### config.mk
export PLATFORM = sky130hd
export DESIGN_NAME = vga_sync_gen
export DESIGN_NICKNAME = d
export VERILOG_FILES = /design/src/rtl/vga_sync_gen.sv
export SDC_FILE = /design/constraint.sdc
export NUM_CORES = 1
export LEC_CHECK = 0
export BUFFER_PORTS_ARGS = -buffer_cell sky130_fd_sc_hd__buf_2
export CAP_MARGIN = 15
export CORE_AREA = 2 2 91 67
export DETAILED_ROUTE_END_ITERATION = 10
export DIE_AREA = 0 0 93 69
export RECOVER_POWER = 25
export SYNTH_ARGS = -nofsm -noshare
export SYNTH_HDL_FRONTEND = slang
export SYNTH_SLANG_ARGS = --single-unit
### constraint.sdc
create_clock -name i_Clk -period 2.5 [get_ports i_Clk]
set_input_delay 0.25 -clock i_Clk [delete_from_list [all_inputs] [get_ports i_Clk]]
set_output_delay 0.25 -clock i_Clk [all_outputs]
set_load 0.03 [all_outputs]
### src/rtl/vga_sync_gen.sv
// vga_sync_gen: free-running VGA timing generator (HSync/VSync, pixel counts,
//   active flag, frame-start pulse, frame counter, optional game tick).
// Latency: outputs are registered one clock behind the internal r_Col/r_Row.
// Backpressure: none; the block free-runs and has no handshakes.
// Ports:
//   i_Clk, i_Rst              pixel clock, synchronous active-high reset
//   o_HSync, o_VSync          active-low sync pulses
//   o_Col_Count, o_Row_Count  coordinates of the presented pixel
//   o_Active                  presented pixel is visible
//   o_Frame_Start             one-cycle pulse at pixel (0,0)
//   o_Frame_Count             completed-frame counter, wraps at 255
//   o_Game_Tick               pulse every c_TICK_FRAMES frames (FRAME_TICK_EN),
//                             otherwise constant 0
// Build option: define FRAME_TICK_EN to build the frame divider.
module vga_sync_gen #(
  parameter int c_TOTAL_COLS   = 800,
  parameter int c_TOTAL_ROWS   = 525,
  parameter int c_ACTIVE_COLS  = 640,
  parameter int c_ACTIVE_ROWS  = 480,
  parameter int c_H_FRONT_PORCH = 16,
  parameter int c_H_SYNC_WIDTH = 96,
  parameter int c_V_FRONT_PORCH = 10,
  parameter int c_V_SYNC_WIDTH = 2,
  parameter int c_TICK_FRAMES  = 4
) (
  input  logic       i_Clk,
  input  logic       i_Rst,
  output logic       o_HSync,
  output logic       o_VSync,
  output logic [9:0] o_Col_Count,
  output logic [9:0] o_Row_Count,
  output logic       o_Active,
  output logic       o_Frame_Start,
  output logic [7:0] o_Frame_Count,
  output logic       o_Game_Tick
);

  localparam logic [9:0] LP_COL_LAST  = 10'(c_TOTAL_COLS - 1);
  localparam logic [9:0] LP_ROW_LAST  = 10'(c_TOTAL_ROWS - 1);
  localparam logic [9:0] LP_ACT_COLS  = 10'(c_ACTIVE_COLS);
  localparam logic [9:0] LP_ACT_ROWS  = 10'(c_ACTIVE_ROWS);
  localparam logic [9:0] LP_HS_START  = 10'(c_ACTIVE_COLS + c_H_FRONT_PORCH);
  localparam logic [9:0] LP_HS_END    = 10'(c_ACTIVE_COLS + c_H_FRONT_PORCH + c_H_SYNC_WIDTH);
  localparam logic [9:0] LP_VS_START  = 10'(c_ACTIVE_ROWS + c_V_FRONT_PORCH);
  localparam logic [9:0] LP_VS_END    = 10'(c_ACTIVE_ROWS + c_V_FRONT_PORCH + c_V_SYNC_WIDTH);

  logic [9:0] r_Col;
  logic [9:0] r_Row;
  // Set by reset; the first frame start after reset leaves the frame counter alone.
  logic       r_First;

  logic col_last;
  logic row_last;
  logic frame_start;
  logic hsync_n;
  logic vsync_n;
  logic active;

  always_comb begin
    col_last    = (r_Col == LP_COL_LAST);
    row_last    = (r_Row == LP_ROW_LAST);
    frame_start = (r_Col == 10'd0) && (r_Row == 10'd0);
    hsync_n     = !((r_Col >= LP_HS_START) && (r_Col < LP_HS_END));
    vsync_n     = !((r_Row >= LP_VS_START) && (r_Row < LP_VS_END));
    active      = (r_Col < LP_ACT_COLS) && (r_Row < LP_ACT_ROWS);
  end

  always_ff @(posedge i_Clk) begin
    if (i_Rst) begin
      r_Col         <= 10'd0;
      r_Row         <= 10'd0;
      r_First       <= 1'b1;
      o_HSync       <= 1'b1;
      o_VSync       <= 1'b1;
      o_Col_Count   <= 10'd0;
      o_Row_Count   <= 10'd0;
      o_Active      <= 1'b0;
      o_Frame_Start <= 1'b0;
      o_Frame_Count <= 8'd0;
    end else begin
      // Line and frame wrap on the same edge both land on 0 together.
      if (col_last) begin
        r_Col <= 10'd0;
        r_Row <= row_last ? 10'd0 : r_Row + 10'd1;
      end else begin
        r_Col <= r_Col + 10'd1;
      end

      o_Col_Count   <= r_Col;
      o_Row_Count   <= r_Row;
      o_HSync       <= hsync_n;
      o_VSync       <= vsync_n;
      o_Active      <= active;
      o_Frame_Start <= frame_start;

      if (frame_start) begin
        if (r_First) begin
          r_First <= 1'b0;
        end else begin
          o_Frame_Count <= o_Frame_Count + 8'd1;
        end
      end
    end
  end

`ifdef FRAME_TICK_EN
  localparam logic [7:0] LP_TICK_LAST = 8'(c_TICK_FRAMES - 1);

  // Counts frame starts modulo c_TICK_FRAMES; the first post-reset frame is 1.
  logic [7:0] r_Tick_Cnt;

  always_ff @(posedge i_Clk) begin
    if (i_Rst) begin
      r_Tick_Cnt  <= 8'd0;
      o_Game_Tick <= 1'b0;
    end else begin
      o_Game_Tick <= 1'b0;
      if (frame_start) begin
        if (r_Tick_Cnt == LP_TICK_LAST) begin
          r_Tick_Cnt  <= 8'd0;
          o_Game_Tick <= 1'b1;
        end else begin
          r_Tick_Cnt <= r_Tick_Cnt + 8'd1;
        end
      end
    end
  end
`else
  assign o_Game_Tick = 1'b0;
`endif

endmodule

==> results of run 1 <==
[cells in the mapped netlist (all sizes together) (4+ instances only)]
cell | instances | area [um2]
dfxtp | 53 | 1060
nor2 | 29 | 109
nor2b | 17 | 106
clkbuf | 11 | 41.3
a21oi | 10 | 50.1
inv | 10 | 37.5
nand3 | 10 | 50.1
xnor2 | 10 | 87.6
or4 | 9 | 71.3
nand2 | 8 | 30.0
nand4 | 7 | 43.8
o31ai | 7 | 52.6
ha | 6 | 75.1
nor3 | 6 | 30.0
nor4 | 6 | 37.5
buf | 5 | 40.0
o21ai | 5 | 25.0
and3 | 4 | 25.0
xor2 | 4 | 35.0
[area by class of cell]
class	count	area share
well taps	75	0.0377
inverters	10	0.0151
flip-flops and latches	53	0.426
multi-input cells	156	0.404
repair buffers	38	0.0794
clock buffers	5	0.0277
clock inverters	3	0.0101
[flip-flops by register name, summed over array words and instances, names as in the netlist]
signal	count
o_Active	1
o_Col_Count	10
o_Frame_Count	8
o_Frame_Start	1
o_HSync	1
o_Row_Count	10
o_VSync	1
r_Col	10
r_First	1
r_Row	10
[cell families (layout without fill, tap and decap cells)]
logic type | Yosys count | count (layout)
AND/OR/NAND/NOR | 108 | 108
multiplexers | 2 | 2
AO/OA/AOI/OAI | 25 | 25
flip-flops | 53 | 53
adder cells (fa/ha/maj) | 6 | 6
buffers and inverters | 26 | 56
XOR/XNOR | 14 | 14
other | 1 | 1
[how the worst max path moves through the flow]
| stage | cells past startpoint | to | slack, ps | from |
|---|---|---|---|---|
| 6_report | 6 | o_Frame_Count[4] | 430 | r_Col[0] |
| 5_1_grt | 6 | o_Frame_Count[4] | 280 | r_Col[0] |
| 4_1_cts | 6 | o_Frame_Count[4] | 420 | r_Col[0] |
| 3_5_place_dp | 6 | o_Frame_Count[4] | 450 | r_Col[0] |
| 3_3_place_gp | 6 | o_Frame_Count[4] | 520 | r_Col[0] |
| 2_1_floorplan | 5 | r_Row[9] | 470 | r_Col[0] |
[stage by stage]
step                      cell area (um2)  worst slack [ps]  total power (uW)  hold WS (ps)
after CTS                            2490               415              1470           360
after detailed placement             2400               448               975           470
after global routing                 2490               280              1510           509
final                                2490               433              1450           492
after floorplan                      2180               474               955           410
after global placement               2400               521               975           459
[worst register-to-register path: stages, from the launching register on]
cell	delay, ps
sky130_fd_sc_hd__dfxtp_1	360
sky130_fd_sc_hd__inv_1	90
sky130_fd_sc_hd__ha_1	140
sky130_fd_sc_hd__nor4b_1	410
sky130_fd_sc_hd__nand4b_4	300
sky130_fd_sc_hd__or4_1	540
sky130_fd_sc_hd__a21oi_1	150
[power by group]
group / total (uW) / leakage, uW / internal [uW] / switching [uW]
logic: 84.2 / 0.000513 / 26.5 / 57.7
clock network: 495 / 0.0000447 / 203 / 292
registers: 871 / 0.000429 / 857 / 13.4
total: 1450 / 0.000987 / 1090 / 363
[layer usage]
layer / wire, um / track usage
met5: 0 / 0
met4: 53 / 0.0392
met3: 236 / 0.0295
met2: 1660 / 0.176
met1: 2230 / 0.201
==> results.txt, run 1 <==
- Dpl hpwl: between 2000 and 3000 um
- Gr usage total: 0.129
- The worst hold path begins at r_Col[0].
- DIE HEIGHT: 69 um
* Overall overflow remaining after global route: 0
- The worst hold path terminates at r_Col[0].
- Fill cell instance count of the final layout: 550
* Fin Clk Skew: approximately 12 ps
* Sequential cell area fraction in the yosys report: 0.486
- Instance count after placement with tap cells included: 332
* Hold path depth: 1
- Setup repair after global routing left no endpoint under its margin.
- Input and output buffers added on the ports amount to 33.
* Area occupied by multi-input gates: 1000 um2
* Worst-skew pair later-pin latency: 310 ps
- The setup check on the worst reg-to-reg path leaves a slack of 430 ps.
- In this run, distinct cell masters in the synthesized netlist total 36.
- Count of warnings emitted by yosys: 0
* H-Tree Level Count: 2
* Count of standard-cell rows: 23
- In this run the critical register-to-register path is captured at o_Frame_Count[4].
- Post-layout minimum cycle time: 2070 ps
- Total via count after detailed routing: 1679
- Clock tree synthesis inserted a total of 5 buffers.
- The tree is rooted in a sky130_fd_sc_hd__clkbuf_8.
- Buffer and inverter count on the worst path: 1
- Number of non-filler instances in the completed layout: 340
* Worst-case clock buffer depth: 2
- Total of endpoints with negative setup slack in the final report: 0
* Total power divided by cell area: 583 nW/um2
- In the final layout, the share of cells above drive strength 1 is 0.189.
* Number of hold buffers added after CTS: 0
* Synth Area in XOR/XNOR: 0.0561
* Final layout net count: 272
- Global-route wire length before repair: about 6700 um
* Sequential Area: 1060 um2
* Type of the most critical hold path: reg2reg
* Die Outline Area: 6420 um2
- Number of clock sinks: 53
- For this run, asynchronously set or reset flops after synthesis account for 0.
* Leading cell types in the layout, fill and taps excluded: 53 x sky130_fd_sc_hd__dfxtp_1, 32 x sky130_fd_sc_hd__buf_2, 29 x sky130_fd_sc_hd__nor2_1
* Share of the core filled with cells: 0.450
- The worst setup path is launched from a flop.
- The number of antenna violations at the first check in global routing came to 0.
- Pin count of the biggest net entering global routing: 25
- After synthesis, the largest family of logic cells by area is simple AND/OR/NAND/NOR gates.
* Number of maximum-capacitance violations: 0
* Actual slew at the worst max-slew pin: 1070 ps
- Across the VDD grid, the largest voltage drop is around 0.00028 V.
- Once detail routing completed, the nets flagged for antenna violations numbered 0.
* Area added between synthesis and finish: 13.9%
* Arr. time, crit path: between 2000 and 2500 ps
* Maximum fanout count along the critical path: 17
- The complex-gate fraction of the synthesized area is 0.0739.
- In this run the tightest slew margin relative to its limit is 0.285.
- Of the total synthesized cell area, the portion taken by full adders, half adders and majority gates is 0.0344.
- After detailed routing, the number of remaining DRC violations is 0.
- In this run the critical register-to-register path is launched from r_Col[0].
* Leakage Power: 0.000987 uW
- Mean area per synthesized cell: 9.30 um2
- The portion of synthesized area spent on multiplexers is 0.00916.
* Most used flip-flop cell after synthesis: sky130_fd_sc_hd__dfxtp_1
- Crit-path cells: inv_1, ha_1, nor4b_1, nand4b_4, or4_1, a21oi_1
* Cell with the largest stage delay on the worst path: sky130_fd_sc_hd__or4_1
- Gate Count Post-Synth: about 240
* Commonest non-fill, non-tap cell in the layout: sky130_fd_sc_hd__dfxtp_1
* Starting density of the core: 0.395
* F_max: 484 MHz
- Dividing the final minimum period by the clock period gives 0.827.
- Run status: complete, no violations
- In this run the post-CTS setup repair buffer count came out at 0.
- The die is 93 um wide.
- Dividing the detail-routed wire length by the instance count gives between 10 and 15 um.
* Longest individual stage delay on the worst path: 540 ps
* Mapped Area: 2180 um2
- Clock edge transition at the registers on the reported setup and hold paths: roughly 90 ps
- After the first detailed-routing iteration, the DRC count stood at 107.
- The synthesized design contains 0 enable-type register cells.
* Cts repair resizes: 0
- The worst setup path is captured at a flop.
* Critical Path RT: roughly 2700 ps
- The first detailed-routing pass took 4 iterations.
* Final-layout setup total negative slack: 0 ps
- For this block, the routed nets add up to 4180 um of wire.
- Counting flops and latches in the post-synthesis netlist gives 53.
- Total count of max-transition violations in the final report: 0
- Number of cells traversed by the worst register-to-register path: 6
* Placer Congestion: between 0.8 and 0.9
- Boundary Pins: 35
- The number of nets in the synthesized netlist is ~240.
- The total area inside the core boundary comes to 5530 um2.
- On the critical path the largest part of the delay comes from simple AND/OR/NAND/NOR gates.
- Synthesized-area fraction occupied by and/or/nand/nor cells: 0.285
- Crit Path Class: reg2reg
- The via count of the first global-routing pass is roughly 1300.
- TritonCTS built the clock tree.
- Via density per instance: 4.94
* Number of endpoints with negative hold slack in the final report: 0
- Antenna Cells: 0
(Power assumes the default switching activity.)
==> inputs of run 2 (changes only) <==
==> constraint.sdc (replaced) <==
create_clock -name i_Clk -period 1.7 [get_ports i_Clk]
set_input_delay 0.17 -clock i_Clk [delete_from_list [all_inputs] [get_ports i_Clk]]
set_output_delay 0.17 -clock i_Clk [all_outputs]
set_load 0.03 [all_outputs]
==> results.txt, run 2 (synthesis gave the netlist of run 1 again) <==
* Run status: finished with violations (was complete, no violations)
* Violations in the final reports: negative setup slack
* Register share of total power: 0.575 (was 0.601)
- Overall overflow remaining after global route: 0 (unchanged)
- The DRC violation count after routing is 0 (unchanged).
- The instance count along the most critical hold path is 2 (was 1).
* Count of input and output buffers: 33 (unchanged)
- Fill cell instance count of the final layout: 492 (was 550)
* Count of standard-cell rows: 23 (unchanged)
- The post-place setup slack was -140 ps (was 448 ps).
- Routed wire length per instance: 13.7 um (was 12.3 um)
* Starting density of the core: 0.395 (unchanged)
- Critical Path RT: 1940 ps (was 2720 ps)
* Overall routed net length: 5290 um (was 4180 um)
- Commonest non-fill, non-tap cell in the layout: sky130_fd_sc_hd__dfxtp_1 (unchanged)
- The vertical die dimension was 69 um (unchanged).
- Number of buffers inserted during clock tree synthesis: 5 (unchanged)
* Total count of max-transition violations in the final report: 0 (unchanged)
* Placement-stage cell area: 2710 um2 (was 2400 um2)
* Arr. time, crit path: 2080 ps (was 2290 ps)
* Number of endpoints with negative hold slack in the final report: 0 (unchanged)
- Startpoint of the worst-slack reg-to-reg timing path: r_Col[7] (was r_Col[0])
- Minimum setup slack among reg-to-reg paths: -140 ps (was 430 ps)
- Worst-case clock buffer depth: 2 (unchanged)
- The area of all placed cells without fillers came to 3110 um2 (was 2490 um2).
* H-Tree Level Count: 2 (unchanged)
- Dpl hpwl: 3370 um (was 2950 um)
- The fraction of power consumed by the clock network was 0.316 (was 0.341).
* Number of cells traversed by the worst register-to-register path: 4 (was 6)
- The clock latency at the later pin of the worst-skew pair is 300 ps (was 310 ps).
- Actual slew at the worst max-slew pin: 807 ps (was 1070 ps)
- Crit. End Element: flop (unchanged)
- Worst R2R End: r_Row[9] (was o_Frame_Count[4])
- The overall via count from detail_route is 1900 (was 1679).
- Leading cell types in the layout, fill and taps excluded: 46 x sky130_fd_sc_hd__dfxtp_1, 42 x sky130_fd_sc_hd__buf_4, 32 x sky130_fd_sc_hd__buf_2 (was 53 x sky130_fd_sc_hd__dfxtp_1, 32 x sky130_fd_sc_hd__buf_2, 29 x sky130_fd_sc_hd__nor2_1).
- Gr usage total: 0.151 (was 0.129)
- Vias in the first global route: 1694 (was 1348)
- Number of clock sinks: 53 (unchanged)
- The hold-critical path endpoint is o_Row_Count[6] (was r_Col[0]).
- Switching power: 556 uW (was 363 uW)
- The last weighted congestion value of the routability-driven placer was 0.871 (was 0.814).
- The final critical path time including I/O delays and setup came to 1840 ps (was 2070 ps).
- Die Outline Area: 6420 um2 (unchanged)
- RSZ-0062 raised after global routing: yes (was no).
- Internal power summed over all cells: 1670 uW (was 1090 uW)
- Pin count of the biggest net entering global routing: 19 (was 25)
* Hold_sp: i_Rst (was r_Col[0])
* Post-detailed-route count of antenna-violating nets: 0 (unchanged)
- Fin Clk Skew: 9.75 ps (was 11.6 ps)
- The smallest setup slack after layout came to -144 ps (was 433 ps).
- The total core area was 5530 um2 (unchanged).
* Clock tree from TritonCTS: yes (unchanged)
- Maximum fanout count along the critical path: 3 (was 17)
* Via density per instance: 4.92 (was 4.94)
- The total area of multi-input combinational cells is 1260 um2 (was 1000 um2).
* Boundary Pins: 35 (unchanged)
- The first-pass GRT wire length came to 7910 um (was 6710 um).
* Sw Share: 0.249 (was 0.251)
- The logic gate share of total power is 0.109 (was 0.058).
* Type of the most critical hold path: in2reg (was reg2reg)
- Final-layout setup total negative slack: -643 ps (was 0 ps)
- The power per standard cell area is 716 nW/um2 (was 583 nW/um2).
* Number of antenna violations at the first check in global routing: 0 (unchanged)
* Antenna Cells: 0 (unchanged)
- The highest clock rate came to 542 MHz (was 484 MHz).
* Crit Path Class: reg2reg (unchanged)
* Share of final-layout standard cells stronger than drive strength 1: 0.437 (was 0.189)
- Number of maximum-capacitance violations: 0 (unchanged)
* Area added between synthesis and finish: 42.4% (was 13.9%)
- The area taken by flip-flops and latches is 1070 um2 (was 1060 um2).
- Instance count after placement with tap cells included: 372 (was 332)
- The leakage power is 0.00128 uW (was 0.000987 uW).
* Buffer type at the clock tree root: sky130_fd_sc_hd__clkbuf_8 (unchanged)
* Max-slew headroom at the worst pin: 0.462 (was 0.285)
- Clock edge transition at the registers on the reported setup and hold paths: 90 ps (about the same)
- The number of non-filler instances in the completed layout came to 386 (was 340).
- IR Drop Worst-Case VDD: 0.000529 V (was 0.000276 V)
- The launching element type of the critical path is a flop (unchanged).
* Final layout net count: 318 (was 272)
- The die span in x was 93 um (unchanged).
- Final period util: 1.08 (was 0.827)
* First drt pass iteration count: 7 (was 4)
* Worst hold slack across all endpoints: 433 ps (was 492 ps)
* DRC marker count from the first detailed-route iteration: 84 (was 107)
- The setup-violating endpoint count in the final report is 12 (was 0).
==> run 2: cell count changes in the layout (fill, tap and decap cells not counted), sizes merged <==
| cell | delta |
|---|---|
| buf | +43 |
| clkbuf | +2 |
| nand4b | +1 |
==> run 2: worst max-delay path, stage by stage, from the launching register on <==
cell and delay, ps:
sky130_fd_sc_hd__dfxtp_2 330, sky130_fd_sc_hd__or3_4 400, sky130_fd_sc_hd__or4_4 490, sky130_fd_sc_hd__or4_4 420, sky130_fd_sc_hd__a21oi_2 140
==> run 2: per-layer routing <==
metal  vias to the layer above  routed length [um]  track usage
li1                        963                   -            -
met1                       894                2700        0.228
met2                        41                2340        0.218
met3                         2                 216       0.0361
met4                         0                  35       0.0343
met5                         -                   0            0
==> run 2: stage by stage <==
stage                     total power (uW)  utilization
after global routing                  2320        0.563
after detailed placement              1490        0.491
after floorplan                       1420            -
final                                 2230        0.563
after CTS                             2210        0.517
after global placement                1490        0.491
==> run 2: worst max path at each step <==
stage	from	endpoint	slack, ps	depth (start not counted)
floorplan	r_Col[5]	r_Row[9]	-260	6
global placement	r_Col[0]	o_Frame_Count[2]	-90	7
detailed placement	r_Col[1]	o_Frame_Count[1]	-140	7
CTS	r_Col[7]	r_Row[9]	-120	4
global route	r_Col[7]	r_Row[9]	-160	4
finish	r_Col[7]	r_Row[9]	-140	4
==> run 2: repair_timing <==
| action | CTS | global route |
|---|---|---|
| endpoints found under the setup margin | 14 | 26 |
| cloned | 1 | 0 |
| hold buffers | 0 | 0 |
| gates resized for setup | 6 | 51 |
| setup buffers | 1 | 4 |
| pin swaps | 1 | 8 |
==> run 2: power by group through the flow <==
stage | Clock, uW | Combinational (uW) | Sequential (uW)
after global placement | 0 | 185 | 1310
final | 704 | 242 | 1280
after CTS | 729 | 200 | 1280
after global routing | 779 | 257 | 1280
after floorplan | 0 | 90.2 | 1320
after detailed placement | 0 | 184 | 1310
==> run 2: area by class of cell <==
class	count	area share
Inverter	10	0.0121
Clock inverter	3	0.00684
Timing Repair Buffer	83	0.179
Tap cell	75	0.0302
Clock buffer	5	0.0221
Sequential cell	53	0.344
Multi-Input combinational cell	157	0.407
==> inputs of run 3 (changes only) <==
--- a/config.mk
+++ b/config.mk
@@ -11,6 +11,7 @@
 export DETAILED_ROUTE_END_ITERATION = 10
 export DIE_AREA = 0 0 93 69
 export RECOVER_POWER = 25
+export SETUP_SLACK_MARGIN = 0.2
 export SYNTH_ARGS = -nofsm -noshare
 export SYNTH_HDL_FRONTEND = slang
 export SYNTH_SLANG_ARGS = --single-unit
==> results.txt, run 3 (synthesis gave the netlist of run 1 again) <==
* Via density per instance: 4.97 (was 4.92)
- The total core area is 5530 um2 (unchanged).
- Area added between synthesis and finish: 41.1% (was 42.4%)
- The instance count along the most critical hold path was 2 (unchanged).
- Post-detailed-route count of antenna-violating nets: 0 (unchanged)
- The overall via count from detail_route came to 1915 (was 1900).
- The launching element type of the critical path is a flop (unchanged).
- RSZ-0062 raised after global routing: yes (unchanged)
- Worst-case clock buffer depth: 2 (unchanged)
- Fin Clk Skew: 14.4 ps (was 9.75 ps)
- Count of input and output buffers: 33 (unchanged)
- Placement-stage cell area: 2700 um2 (was 2710 um2)
* Number of buffers inserted during clock tree synthesis: 5 (unchanged)
* Worst setup startpoint: r_Col[5] (was r_Col[7])
* Share of the core filled with cells: 0.558 (was 0.563)
- The maximum VDD drop came to 0.000557 V (was 0.000529 V).
* Gr usage total: 0.151 (about the same)
* Number of antenna violations at the first check in global routing: 0 (unchanged)
- Total DRC errors in the routed layout: 0 (unchanged)
- The total wire length after detailed routing is 5300 um (was 5290 um).
- Overall overflow remaining after global route: 0 (unchanged)
- Worst-skew pair later-pin latency: 310 ps (was 300 ps)
- Total power divided by cell area: 760 nW/um2 (was 716 nW/um2)
- The instance count after placement with tap cells included was 371 (was 372).
* Finished layout cell area: 3080 um2 (was 3110 um2)
- The total of max-cap violations came to 0 (unchanged).
- Clock tree from TritonCTS: yes (unchanged)
- Share of final-layout standard cells stronger than drive strength 1: 0.419 (was 0.437)
- Routed wire length per instance: 13.8 um (was 13.7 um)
* Leakage Power: 0.00128 uW (about the same)
- Crit. End Element: flop (unchanged)
- The final critical path time including I/O delays and setup was 1870 ps (was 1840 ps).
- The path type of the worst setup path is reg2reg (unchanged).
- Vias in the first global route: 1584 (was 1694)
- Final period util: 1.10 (was 1.08)
- Place WS: -146 ps (was -140 ps)
- The initial core utilization came to 0.395 (unchanged).
* DIE HEIGHT: 69 um (unchanged)
- Total count of max-transition violations in the final report: 0 (unchanged)
* Placer Congestion: 0.898 (was 0.871)
* Pin count of the biggest net entering global routing: 20 (was 19)
* First drt pass iteration count: 4 (was 7)
- The arrival time at the worst endpoint is 2120 ps (was 2080 ps).
- Run status: finished with violations (unchanged)
* Global-route wire length before repair: 7820 um (was 7910 um)
- Number of non-filler instances in the completed layout: 385 (was 386)
- Violations in the final reports: negative setup slack (unchanged).
- Total of endpoints with negative setup slack in the final report: 6 (was 12)
- Die width: 93 um (unchanged)
* Fill cell instance count of the final layout: 516 (was 492)
* Worst hold slack across all endpoints: 288 ps (was 433 ps)
* Antenna Cells: 0 (unchanged)
- Leading cell types in the layout, fill and taps excluded: 50 x sky130_fd_sc_hd__dfxtp_1, 39 x sky130_fd_sc_hd__buf_4, 33 x sky130_fd_sc_hd__buf_2 (was 46 x sky130_fd_sc_hd__dfxtp_1, 42 x sky130_fd_sc_hd__buf_4, 32 x sky130_fd_sc_hd__buf_2)
* Dpl hpwl: 3380 um (was 3370 um)
- The number of top-level pins came to 35 (unchanged).
- Max-slew headroom at the worst pin: 0.665 (was 0.462)
- F_max: 534 MHz (was 542 MHz)
- The root buffer cell is sky130_fd_sc_hd__clkbuf_8 (unchanged).
* Number of hold buffers added after CTS: 0 (unchanged)
- The number of sinks driven by the clock tree was 53 (unchanged).
- The clock transition at the registers of the reported paths is 100 ps (was 90 ps).
- The biggest fanout along the worst timing path was 5 (was 3).
- Die Outline Area: 6420 um2 (unchanged)
- Count of standard-cell rows: 23 (unchanged)
* Number of endpoints with negative hold slack in the final report: 0 (unchanged)
* H-Tree Level Count: 2 (unchanged)
- The required arrival time at the worst endpoint is 1950 ps (was 1940 ps).
- Hold_sp: i_Rst (unchanged)
- Final layout net count: 317 (was 318)
- The classification of the worst-slack hold path was in2reg (unchanged).
* DRC marker count from the first detailed-route iteration: 112 (was 84)
* Actual slew at the worst max-slew pin: 502 ps (was 807 ps)
- Worst-case setup margin in the final layout: -173 ps (was -144 ps)
- Startpoint of the worst-slack reg-to-reg timing path: r_Col[5] (was r_Col[7])
* Commonest non-fill, non-tap cell in the layout: sky130_fd_sc_hd__dfxtp_1 (unchanged)
- Number of cells traversed by the worst register-to-register path: 4 (unchanged)
## run 3: changes by cell type in the layout (fill, tap and decap cells not counted), moves of 2 or more
cell                      delta
sky130_fd_sc_hd__nor2_1      -6
sky130_fd_sc_hd__nor2_2      +6
sky130_fd_sc_hd__dfxtp_1     +4
sky130_fd_sc_hd__dfxtp_2     -4
sky130_fd_sc_hd__buf_4       -3
sky130_fd_sc_hd__buf_6       +2
sky130_fd_sc_hd__ha_1        +2
sky130_fd_sc_hd__o31ai_1     +2
sky130_fd_sc_hd__o31ai_2     -2
sky130_fd_sc_hd__or4_1       +2
sky130_fd_sc_hd__or4_4       -2
## run 3: area by class of cell
type	count	area (um2)	share of cell area
Multi-Input combinational cell	157	1230	0.400
Sequential cell	53	1060	0.346
Timing Repair Buffer	82	541	0.175
Tap cell	75	93.8	0.0305
Clock buffer	5	68.8	0.0223
Clock inverter	3	43.8	0.0142
Inverter	10	37.5	0.0122
## run 3: timing repair
item	4_1_cts	5_1_grt
cloned	0	1
gates resized for setup	16	39
pin swaps	3	17
setup endpoints to repair	27	27
setup buffers	1	4
## run 3: routing by layer
layer / routed length [um] / track usage / vias up
met5: 0 / 0 / -
met4: 67 / 0.0441 / 0
met3: 280 / 0.0328 / 8
met2: 2290 / 0.200 / 53
met1: 2660 / 0.242 / 890
li1: - / - / 964
## run 3: critical path, cell delays in order, from the launching register on
cell and delay [ps]:
sky130_fd_sc_hd__dfxtp_1 320, sky130_fd_sc_hd__or3_4 430, sky130_fd_sc_hd__or4_4 500, sky130_fd_sc_hd__or4_4 440, sky130_fd_sc_hd__a21oi_2 120
## run 3: path summary, 6_finish.rpt
check                           to  slack, ps
hold reg to reg   o_Frame_Count[7]        500
setup reg to reg          r_Row[9]       -170
hold / removal      o_Row_Count[1]        290
setup / recovery          r_Row[9]       -170
## run 3: stage by stage
step	total power, uW	TNS [ps]
detailed placement	1480	-767
global route	2440	-2280
finish	2340	-277
global placement	1480	-379
floorplan	1420	-1310
CTS	2340	-266
## run 3: where the power goes
part           internal, uW  leakage [uW]  switching (uW)
Clock                   442     0.0000585             417
Combinational          91.3      0.000788             111
Sequential             1260      0.000430            20.1
Total                  1790       0.00128             548
